## src/rtl/gpio_mmio_pkg.sv

```systemverilog
// Shared register map and default widths for the GPIO MMIO responder.
package gpio_mmio_pkg;
   localparam int DATA_W_DEF          = 32;
   localparam int GPIO_W_DEF          = 8;
   localparam int DEBOUNCE_CYCLES_DEF = 4;

   localparam logic [2:0] OFF_GPIO_OUT    = 3'd0;
   localparam logic [2:0] OFF_GPIO_IN     = 3'd1;
   localparam logic [2:0] OFF_DEVICE_OUT  = 3'd2;
   localparam logic [2:0] OFF_EDGE_STATUS = 3'd3;
   localparam logic [2:0] OFF_RISE_EN     = 3'd4;
   localparam logic [2:0] OFF_FALL_EN     = 3'd5;
endpackage

```

## src/rtl/gpio_debounce.sv

```systemverilog
// Two-flop synchronizer plus per-bit debounce counter; emits the accepted
// level and one-cycle pulses aligned with each accepted change.
module gpio_debounce
   import gpio_mmio_pkg::*;
#(
   parameter int GPIO_W          = GPIO_W_DEF,
   parameter int DEBOUNCE_CYCLES = DEBOUNCE_CYCLES_DEF
) (
   input  logic              clk,
   input  logic              reset,
   input  logic [GPIO_W-1:0] pins,
   output logic [GPIO_W-1:0] stable,
   output logic [GPIO_W-1:0] rise_pulse,
   output logic [GPIO_W-1:0] fall_pulse
);
   localparam int CNT_W = $clog2(DEBOUNCE_CYCLES + 1);
   localparam logic [CNT_W-1:0] CNT_LAST = CNT_W'(DEBOUNCE_CYCLES - 1);

   logic [GPIO_W-1:0] sync_1;
   logic [GPIO_W-1:0] sync_2;
   logic [CNT_W-1:0]  cnt [GPIO_W];

   always_ff @(posedge clk) begin
      if (reset) begin
         sync_1     <= '0;
         sync_2     <= '0;
         stable     <= '0;
         rise_pulse <= '0;
         fall_pulse <= '0;
         for (int i = 0; i < GPIO_W; i++) cnt[i] <= '0;
      end else begin
         sync_1     <= pins;
         sync_2     <= sync_1;
         rise_pulse <= '0;
         fall_pulse <= '0;
         // Any return to the accepted level restarts the count, so short glitches never land.
         for (int i = 0; i < GPIO_W; i++) begin
            if (sync_2[i] == stable[i]) begin
               cnt[i] <= '0;
            end else if (cnt[i] == CNT_LAST) begin
               stable[i]     <= sync_2[i];
               cnt[i]        <= '0;
               rise_pulse[i] <= sync_2[i];
               fall_pulse[i] <= ~sync_2[i];
            end else begin
               cnt[i] <= cnt[i] + CNT_W'(1);
            end
         end
      end
   end
endmodule

```

## src/rtl/gpio_mmio_responder.sv

```systemverilog
// GPIO bus responder: register file, read mux, edge status with W1C, irq.
module gpio_mmio_responder
   import gpio_mmio_pkg::*;
#(
   parameter int DATA_W          = DATA_W_DEF,
   parameter int GPIO_W          = GPIO_W_DEF,
   parameter int DEBOUNCE_CYCLES = DEBOUNCE_CYCLES_DEF
) (
   input  logic              clk,
   input  logic              reset,
   input  logic              bus_sel,
   input  logic              bus_we,
   input  logic              bus_re,
   input  logic [2:0]        bus_addr,
   input  logic [DATA_W-1:0] bus_wdata,
   output logic [DATA_W-1:0] bus_rdata,
   output logic              bus_rvalid,
   input  logic [GPIO_W-1:0] GPIO_In,
   output logic [GPIO_W-1:0] GPIO_Out,
   output logic [GPIO_W-1:0] Device_Out,
   output logic              irq
);
   logic [GPIO_W-1:0] stable;
   logic [GPIO_W-1:0] rise_pulse;
   logic [GPIO_W-1:0] fall_pulse;
   logic [GPIO_W-1:0] edge_status;
   logic [GPIO_W-1:0] rise_en;
   logic [GPIO_W-1:0] fall_en;
   logic [GPIO_W-1:0] wdata_lo;
   logic [GPIO_W-1:0] set_vec;
   logic [GPIO_W-1:0] clr_vec;
   logic [GPIO_W-1:0] rd_mux;
   logic              wr_en;
   logic              rd_en;

   gpio_debounce #(
      .GPIO_W          (GPIO_W),
      .DEBOUNCE_CYCLES (DEBOUNCE_CYCLES)
   ) u_debounce (
      .clk        (clk),
      .reset      (reset),
      .pins       (GPIO_In),
      .stable     (stable),
      .rise_pulse (rise_pulse),
      .fall_pulse (fall_pulse)
   );

   // A combined write+read is treated as a write only.
   assign wr_en    = bus_sel & bus_we;
   assign rd_en    = bus_sel & bus_re & ~bus_we;
   assign wdata_lo = bus_wdata[GPIO_W-1:0];
   assign set_vec  = (rise_pulse & rise_en) | (fall_pulse & fall_en);
   assign clr_vec  = (wr_en && bus_addr == OFF_EDGE_STATUS) ? wdata_lo : '0;

   always_comb begin
      rd_mux = '0;
      case (bus_addr)
         OFF_GPIO_OUT:    rd_mux = GPIO_Out;
         OFF_GPIO_IN:     rd_mux = stable;
         OFF_DEVICE_OUT:  rd_mux = Device_Out;
         OFF_EDGE_STATUS: rd_mux = edge_status;
         OFF_RISE_EN:     rd_mux = rise_en;
         OFF_FALL_EN:     rd_mux = fall_en;
         default:         rd_mux = '0;
      endcase
   end

   always_ff @(posedge clk) begin
      if (reset) begin
         GPIO_Out    <= '0;
         Device_Out  <= '0;
         rise_en     <= '0;
         fall_en     <= '0;
         edge_status <= '0;
         irq         <= 1'b0;
         bus_rdata   <= '0;
         bus_rvalid  <= 1'b0;
      end else begin
         if (wr_en) begin
            case (bus_addr)
               OFF_GPIO_OUT:   GPIO_Out   <= wdata_lo;
               OFF_DEVICE_OUT: Device_Out <= wdata_lo;
               OFF_RISE_EN:    rise_en    <= wdata_lo;
               OFF_FALL_EN:    fall_en    <= wdata_lo;
               default: ;
            endcase
         end
         // New events override a same-cycle W1C on the same bit.
         edge_status <= (edge_status & ~clr_vec) | set_vec;
         irq         <= |edge_status;
         bus_rvalid  <= rd_en;
         if (rd_en) bus_rdata <= DATA_W'(rd_mux);
      end
   end
endmodule

```

## config.mk

```make
export PLATFORM = sky130hd
export DESIGN_NAME = gpio_mmio_responder
export DESIGN_NICKNAME = d
export VERILOG_FILES = /design/src/rtl/gpio_mmio_pkg.sv /design/src/rtl/gpio_debounce.sv /design/src/rtl/gpio_mmio_responder.sv
export SDC_FILE = /design/constraint.sdc
export NUM_CORES = 1
export LEC_CHECK = 0
export BUFFER_PORTS_ARGS = -buffer_cell sky130_fd_sc_hd__buf_4
export CORE_MARGIN = 4
export CORE_UTILIZATION = 40
export DETAILED_ROUTE_END_ITERATION = 7
export SLEW_MARGIN = 20
export SYNTH_ARGS = -nofsm -noshare
export SYNTH_HDL_FRONTEND = slang
export SYNTH_SLANG_ARGS = --single-unit
```

## constraint.sdc

```tcl
create_clock -name clk -period 1.63 [get_ports clk]
set_clock_uncertainty 0.2 [all_clocks]
set_input_delay 0.489 -clock clk [delete_from_list [all_inputs] [get_ports clk]]
set_output_delay 0.489 -clock clk [all_outputs]
set_load 0.03 [all_outputs]
```

Word level (Yosys, flattened, before mapping)
Memories as Yosys holds them, arrays and structs flattened.
Cells that the tools add are included.

operators by class
  add/subtract/negate cells = 8
  eq/ne operators = 21
  mux-type cells = 116
  bitwise operators = 58
  reductions and logical operators = 23

operators by type and width
  kind                                                              count
  1-bit 2-to-1 mux                                                  90
  3-bit 2-to-1 mux                                                  24
  8-bit case mux with 6 select lines                                1
  3-bit by 2-bit == test with 1-bit output (second input constant)  10
  1-bit NOT                                                         25
  3-bit by 1-bit adder with 3-bit output (second input constant)    8
  8-bit AND                                                         3
  1-bit bitwise OR                                                  24
  2-bit AND reduction                                               12
  3-bit OR reduction                                                8
  8-bit bitwise OR                                                  2
  1-bit == test                                                     8
  8-bit 2-to-1 mux                                                  1
  8-bit NOT                                                         1
  8-bit OR reduction                                                1
  3-bit == test (second input constant)                             2
  1-bit AND                                                         3
  3-bit by 1-bit == test with 1-bit output (second input constant)  1
  3-bit logical NOT                                                 1
  1-bit logical AND                                                 1

storage, ports and cells
  bits in registers = 90
  memory bits (writable) = 24
  output and inout bits = 50
  word-level logic and storage cells = 261
  memories = 1

memories
  name            words  width  rd ports  clocked after Yosys merged registers in  wr ports  RTL line             RTL
  u_debounce.cnt  8      3      8         0                                        8         gpio_debounce.sv:21  logic [CNT_W-1:0] cnt [GPIO_W];

Logic depth before layout (Yosys ltp)
An unclocked memory read counts as a cell.

  word-level depth = 8
  mapped depth = 7
  depth with buffers taken out = 4

By module
Synthesis repeated with hierarchy kept, for this count alone.

unflattened totals
  cell total of the unflattened synthesis = 481
  area, all modules = 5196.2 µm²

modules (own cells, without submodules)
  module               instances  cells each  area each (µm²)
  gpio_mmio_responder  1          305         2641.3
  gpio_debounce        1          176         2555.0

Least setup slack after synthesis
Ideal clock, no wire load.

  kind = reg-to-reg
  start = memory u_debounce.cnt[1][0] (netlist bit)
  end = memory u_debounce.cnt[1][0] (netlist bit) (data pin)
  library setup time = 0.139 ns
  arrival = 1.250 ns
  required time = 1.291 ns
  setup slack = 0.040 ns
  stages on the path, launching flop included = 5
  clock period less this slack = 1.590 ns
  cells stage by stage = edfxtp_1 ha_1 ha_1 or3_1 nor2_1

RTL lines
  item             RTL line
  start, declared  gpio_debounce.sv:21

Worst setup path in the final report
  start = register Device_Out[1]
  end = output Device_Out[1]

RTL lines
  item                    RTL line                   RTL
  start, declared         gpio_mmio_responder.sv:20  output logic [GPIO_W-1:0] Device_Out,
  start signal, assigned  gpio_mmio_responder.sv:82  OFF_DEVICE_OUT: Device_Out <= wdata_lo;

No word-level cell between the ends.

==> impl_metrics.py <==
metrics = {
    "floorplanning": {
        "design.die.area_um2": 14350,
        "die_h_um": 119.8,
        "placement_rows": 40,
        "core_region_area_um2": 12110,
        "chipWidth_um": 119.8,
        "pin_count": 98,
        "starting_density_of_the_core": 0.4127,
    },
    "drt": {
        "vias_per_inst": 4.810,
        "route.vias.total": 3776,
        "dr.first_iter.drc_count": 137,
        "detail_route.wirelength_mm": 11.14,
        "wl_met3_um": 610,
        "wl_met2_mm": 5.140,
        "detailed_routing_wirelength_on_met1_mm": 5.140,
        "top_signal_layer_used": "met4",
        "drt_pass1_iterations": 5,
        "drc": 0,
        "post_detailed_route_count_of_antenna_violating_nets": 0,
        "routed_wire_length_per_instance_um": 14.19,
    },
    "placement": {
        "placed_cell_areas_um2": 5766,
        "placed_cells": 743,
        "place_worst_setup_slack_ps": -140.7,
        "hpwl_mm": 7.697,
        "number_of_port_buffers": 49,
        "gp_congestion": 0.8357,
    },
    "clock_tree": {
        "h-tree-depth": 4,
        "clk_transition_reported_paths_ps": 50,
        "tritoncts_clock_tree": "done",
        "clock_insertion_delay_worst_skew_ps": 420,
        "clock_tree.root_cell": "sky130_fd_sc_hd__clkbuf_16",
        "cts_max_path_buffers": 2,
        "clock_sinks": 114,
        "cts-hold-fix-buffers": 0,
        "cts_inserted_buffers": 17,
    },
    "final_layout": {
        "layout_cells_sized_above_1": 0.3371,
        "final_cell_mix": "78 x sky130_fd_sc_hd__buf_4, 68 x sky130_fd_sc_hd__dfxtp_1, 48 x sky130_fd_sc_hd__conb_1, 41 x sky130_fd_sc_hd__a21oi_1, 34 x sky130_fd_sc_hd__o21ai_1",
        "mostFrequentLayoutCell": "sky130_fd_sc_hd__buf_4",
        "number_of_nets_in_the_final_layout": 668,
        "layout.cells.non_filler": 785,
        "layout.cell_area.non_filler_um2": 6635,
        "num-fill-cells": 1106,
        "antennaDiodeCount": 0,
        "area_growth_syn_to_layout_pct": 32.74,
        "fin_util": 0.5478,
    },
    "yosys": {
        "yosys_warnings": 0,
        "yosysTopAreaCellShare": 0.3605,
        "synth.distinct_cells": 43,
        "synthCells": 482,
        "yosysTopAreaCell": "sky130_fd_sc_hd__dfxtp_1",
        "yosys-top-cells-area": "sky130_fd_sc_hd__dfxtp_1 36%, sky130_fd_sc_hd__edfxtp_1 14%, sky130_fd_sc_hd__mux2i_1 6.0%",
        "synthMuxAreaShare": 0.06008,
        "seq_area_frac_synth": 0.5046,
        "synth.avg_cell_area_um2": 10.37,
        "synthesis.area_um2": 4999,
        "synth_fa_ha_area_frac": 0.04005,
        "main_combinational_cell_family_by_area_after_synthesis": "simple AND/OR/NAND/NOR gates",
        "number_of_synthesized_register_bits": 114,
        "simple_logic_cell_fraction_of_the_synthesized_area": 0.1524,
        "synth_compound_area_frac": 0.1339,
        "synth-xor-area-share": 0.01402,
    },
    "critical_path": {
        "sequence_of_cells_on_the_critical_path": "buf_6",
        "rr_worst_depth": 4,
        "crit_type": "reg -> out",
        "crit_slowest_cell": "sky130_fd_sc_hd__dfxtp_4",
        "timing.critical_path.arrival_ps": 920,
        "worst-endpoint-required_ps": 940,
        "timing.reg2reg.setup_slack_ps": 40,
        "regToRegEndpoint": "u_debounce.cnt[1][8]",
        "critPathMaxFanout": 3,
        "worst_r2r_startpoint": "u_debounce.cnt[1][6]",
        "critical_path.max_stage_delay_ps": 370,
        "worstSetupEndpointType": "primary output",
        "worstSetupStartpointType": "register",
        "cpLargestDelayFamily": "flip-flops",
        "critical_path_buf_inv_count": 1,
    },
    "timing": {
        "finalHoldViolations": 0,
        "post-route-worst-setup-slack_ps": 24.86,
        "setup_tns_ps": 0,
        "fmaxAchievable_mhz": 623.0,
        "fin_crit_ps": 1605,
        "finalHoldWorstSlack_ps": 84.54,
        "finalCritPeriodShare": 0.9847,
        "setup_violations": 0,
        "timing.final.max_slew_violations": 0,
        "rsz0062_at_grt": "true",
        "worst_case_headroom_to_the_max_slew_limit": 0.6497,
        "worst_slew_pin_slew_ps": 520.6,
    },
    "power": {
        "total_power_mw": 6.916,
        "p_per_area_nw_per_um2": 1042,
        "power.ir.vdd_worst_mv": 0.5814,
        "leakage_nw": 2.636,
    },
    "min_path": {
        "hp-class": "in -> reg",
        "hold_start": "GPIO_In[5]",
        "whs_path_cells": 2,
        "hold_path_endpoint": "u_debounce.sync_1[5]",
    },
    "global_routing": {
        "grt_antenna_before_repair": 0,
        "total_track_usage": 0.1607,
        "number_of_global_route_vias_before_repair": 3709,
        "grt_start_max_net_pins": 24,
        "global_route.overflow_total": 0,
        "grt_pass1_wl_mm": 18.04,
    },
    "run_status": {
        "status": "finished, final reports clean",
    },
    "job": {
        "cap_violations": 0,
    },
}
## worst max path at each step
stage	start	endpoint	cells after the start
5_1_grt	GPIO_Out[6]	GPIO_Out[6]	1
4_1_cts	u_debounce.cnt[1][9]	u_debounce.cnt[1][9]	4
6_report	Device_Out[1]	Device_Out[1]	1
2_1_floorplan	u_debounce.cnt[1][0]	u_debounce.cnt[1][0]	4
3_5_place_dp	bus_addr[2]	edge_status[2]	6
3_3_place_gp	bus_addr[2]	bus_rdata[7]	6
## cells by family (layout without fill, tap and decap cells)
family / count (synthesis) / after routing
AO/OA/AOI/OAI: 111 / 111
AND/OR/NAND/NOR: 134 / 134
other: 2 / 48
multiplexers: 30 / 30
flip-flops: 114 / 114
XOR/XNOR: 8 / 8
adder cells (fa/ha/maj): 16 / 16
buffers and inverters: 67 / 156
## per-layer routing
layer | GRT usage | vias up
li1 | - | 1867
met1 | 0.2002 | 1783
met2 | 0.2504 | 106
met3 | 0.04854 | 20
met4 | 0.08590 | 0
met5 | 0 | -
## cells in the mapped netlist (all sizes together)
| library cell | count |
|---|---|
| nor3 | 2 |
| a21bo | 8 |
| nand3b | 2 |
| inv | 18 |
| edfxtp | 24 |
| nor4bb | 16 |
| a21oi | 41 |
| o221ai | 2 |
| nor4 | 2 |
| nand2b | 4 |
| nor2 | 47 |
| o22ai | 12 |
| or2 | 1 |
| clkbuf | 7 |
| nand3 | 2 |
| o32ai | 1 |
| buf | 42 |
| ha | 16 |
| conb | 2 |
| o21ai | 38 |
| or3 | 8 |
| dfxtp | 90 |
| mux2i | 30 |
| and3b | 1 |
| nor2b | 16 |
| xnor2 | 8 |
| nand2 | 32 |
| a211oi | 1 |
| a22oi | 8 |
| or4b | 1 |
## area by class of cell
type	count	area (um2)	area share
multi-input combinational	347	2312	0.3485
inverter	18	67.56	0.01018
sequential	114	2560	0.3858
clock inverter	13	93.84	0.01414
tap	168	210.2	0.03168
timing repair buffer	106	948.4	0.1429
clock buffer	19	442.9	0.06675
## registers in the layout, summed over array words and instances, names as in the netlist
signal / count
Device_Out: 8
GPIO_Out: 8
bus_rdata: 8
bus_rvalid: 1
edge_status: 8
fall_en: 8
irq: 1
rise_en: 8
u_debounce.cnt: 24
u_debounce.fall_pulse: 8
u_debounce.rise_pulse: 8
u_debounce.stable: 8
u_debounce.sync_1: 8
u_debounce.sync_2: 8
## where the power goes
part           switching [mW]  total, mW  leakage [nW]  internal (mW)
Clock                    1.24       3.34         0.269           2.09
Combinational           0.344      0.587          1.38          0.243
Sequential             0.0415       2.99         0.989           2.95
Total                    1.63       6.92          2.64           5.29
## timing repair
item                                    4_1_cts  5_1_grt
gates resized for setup                      60       31
endpoints found under the setup margin       44       31
pin swaps                                     1       12
buffers inserted                              5        5
(Power assumes the default switching activity.)
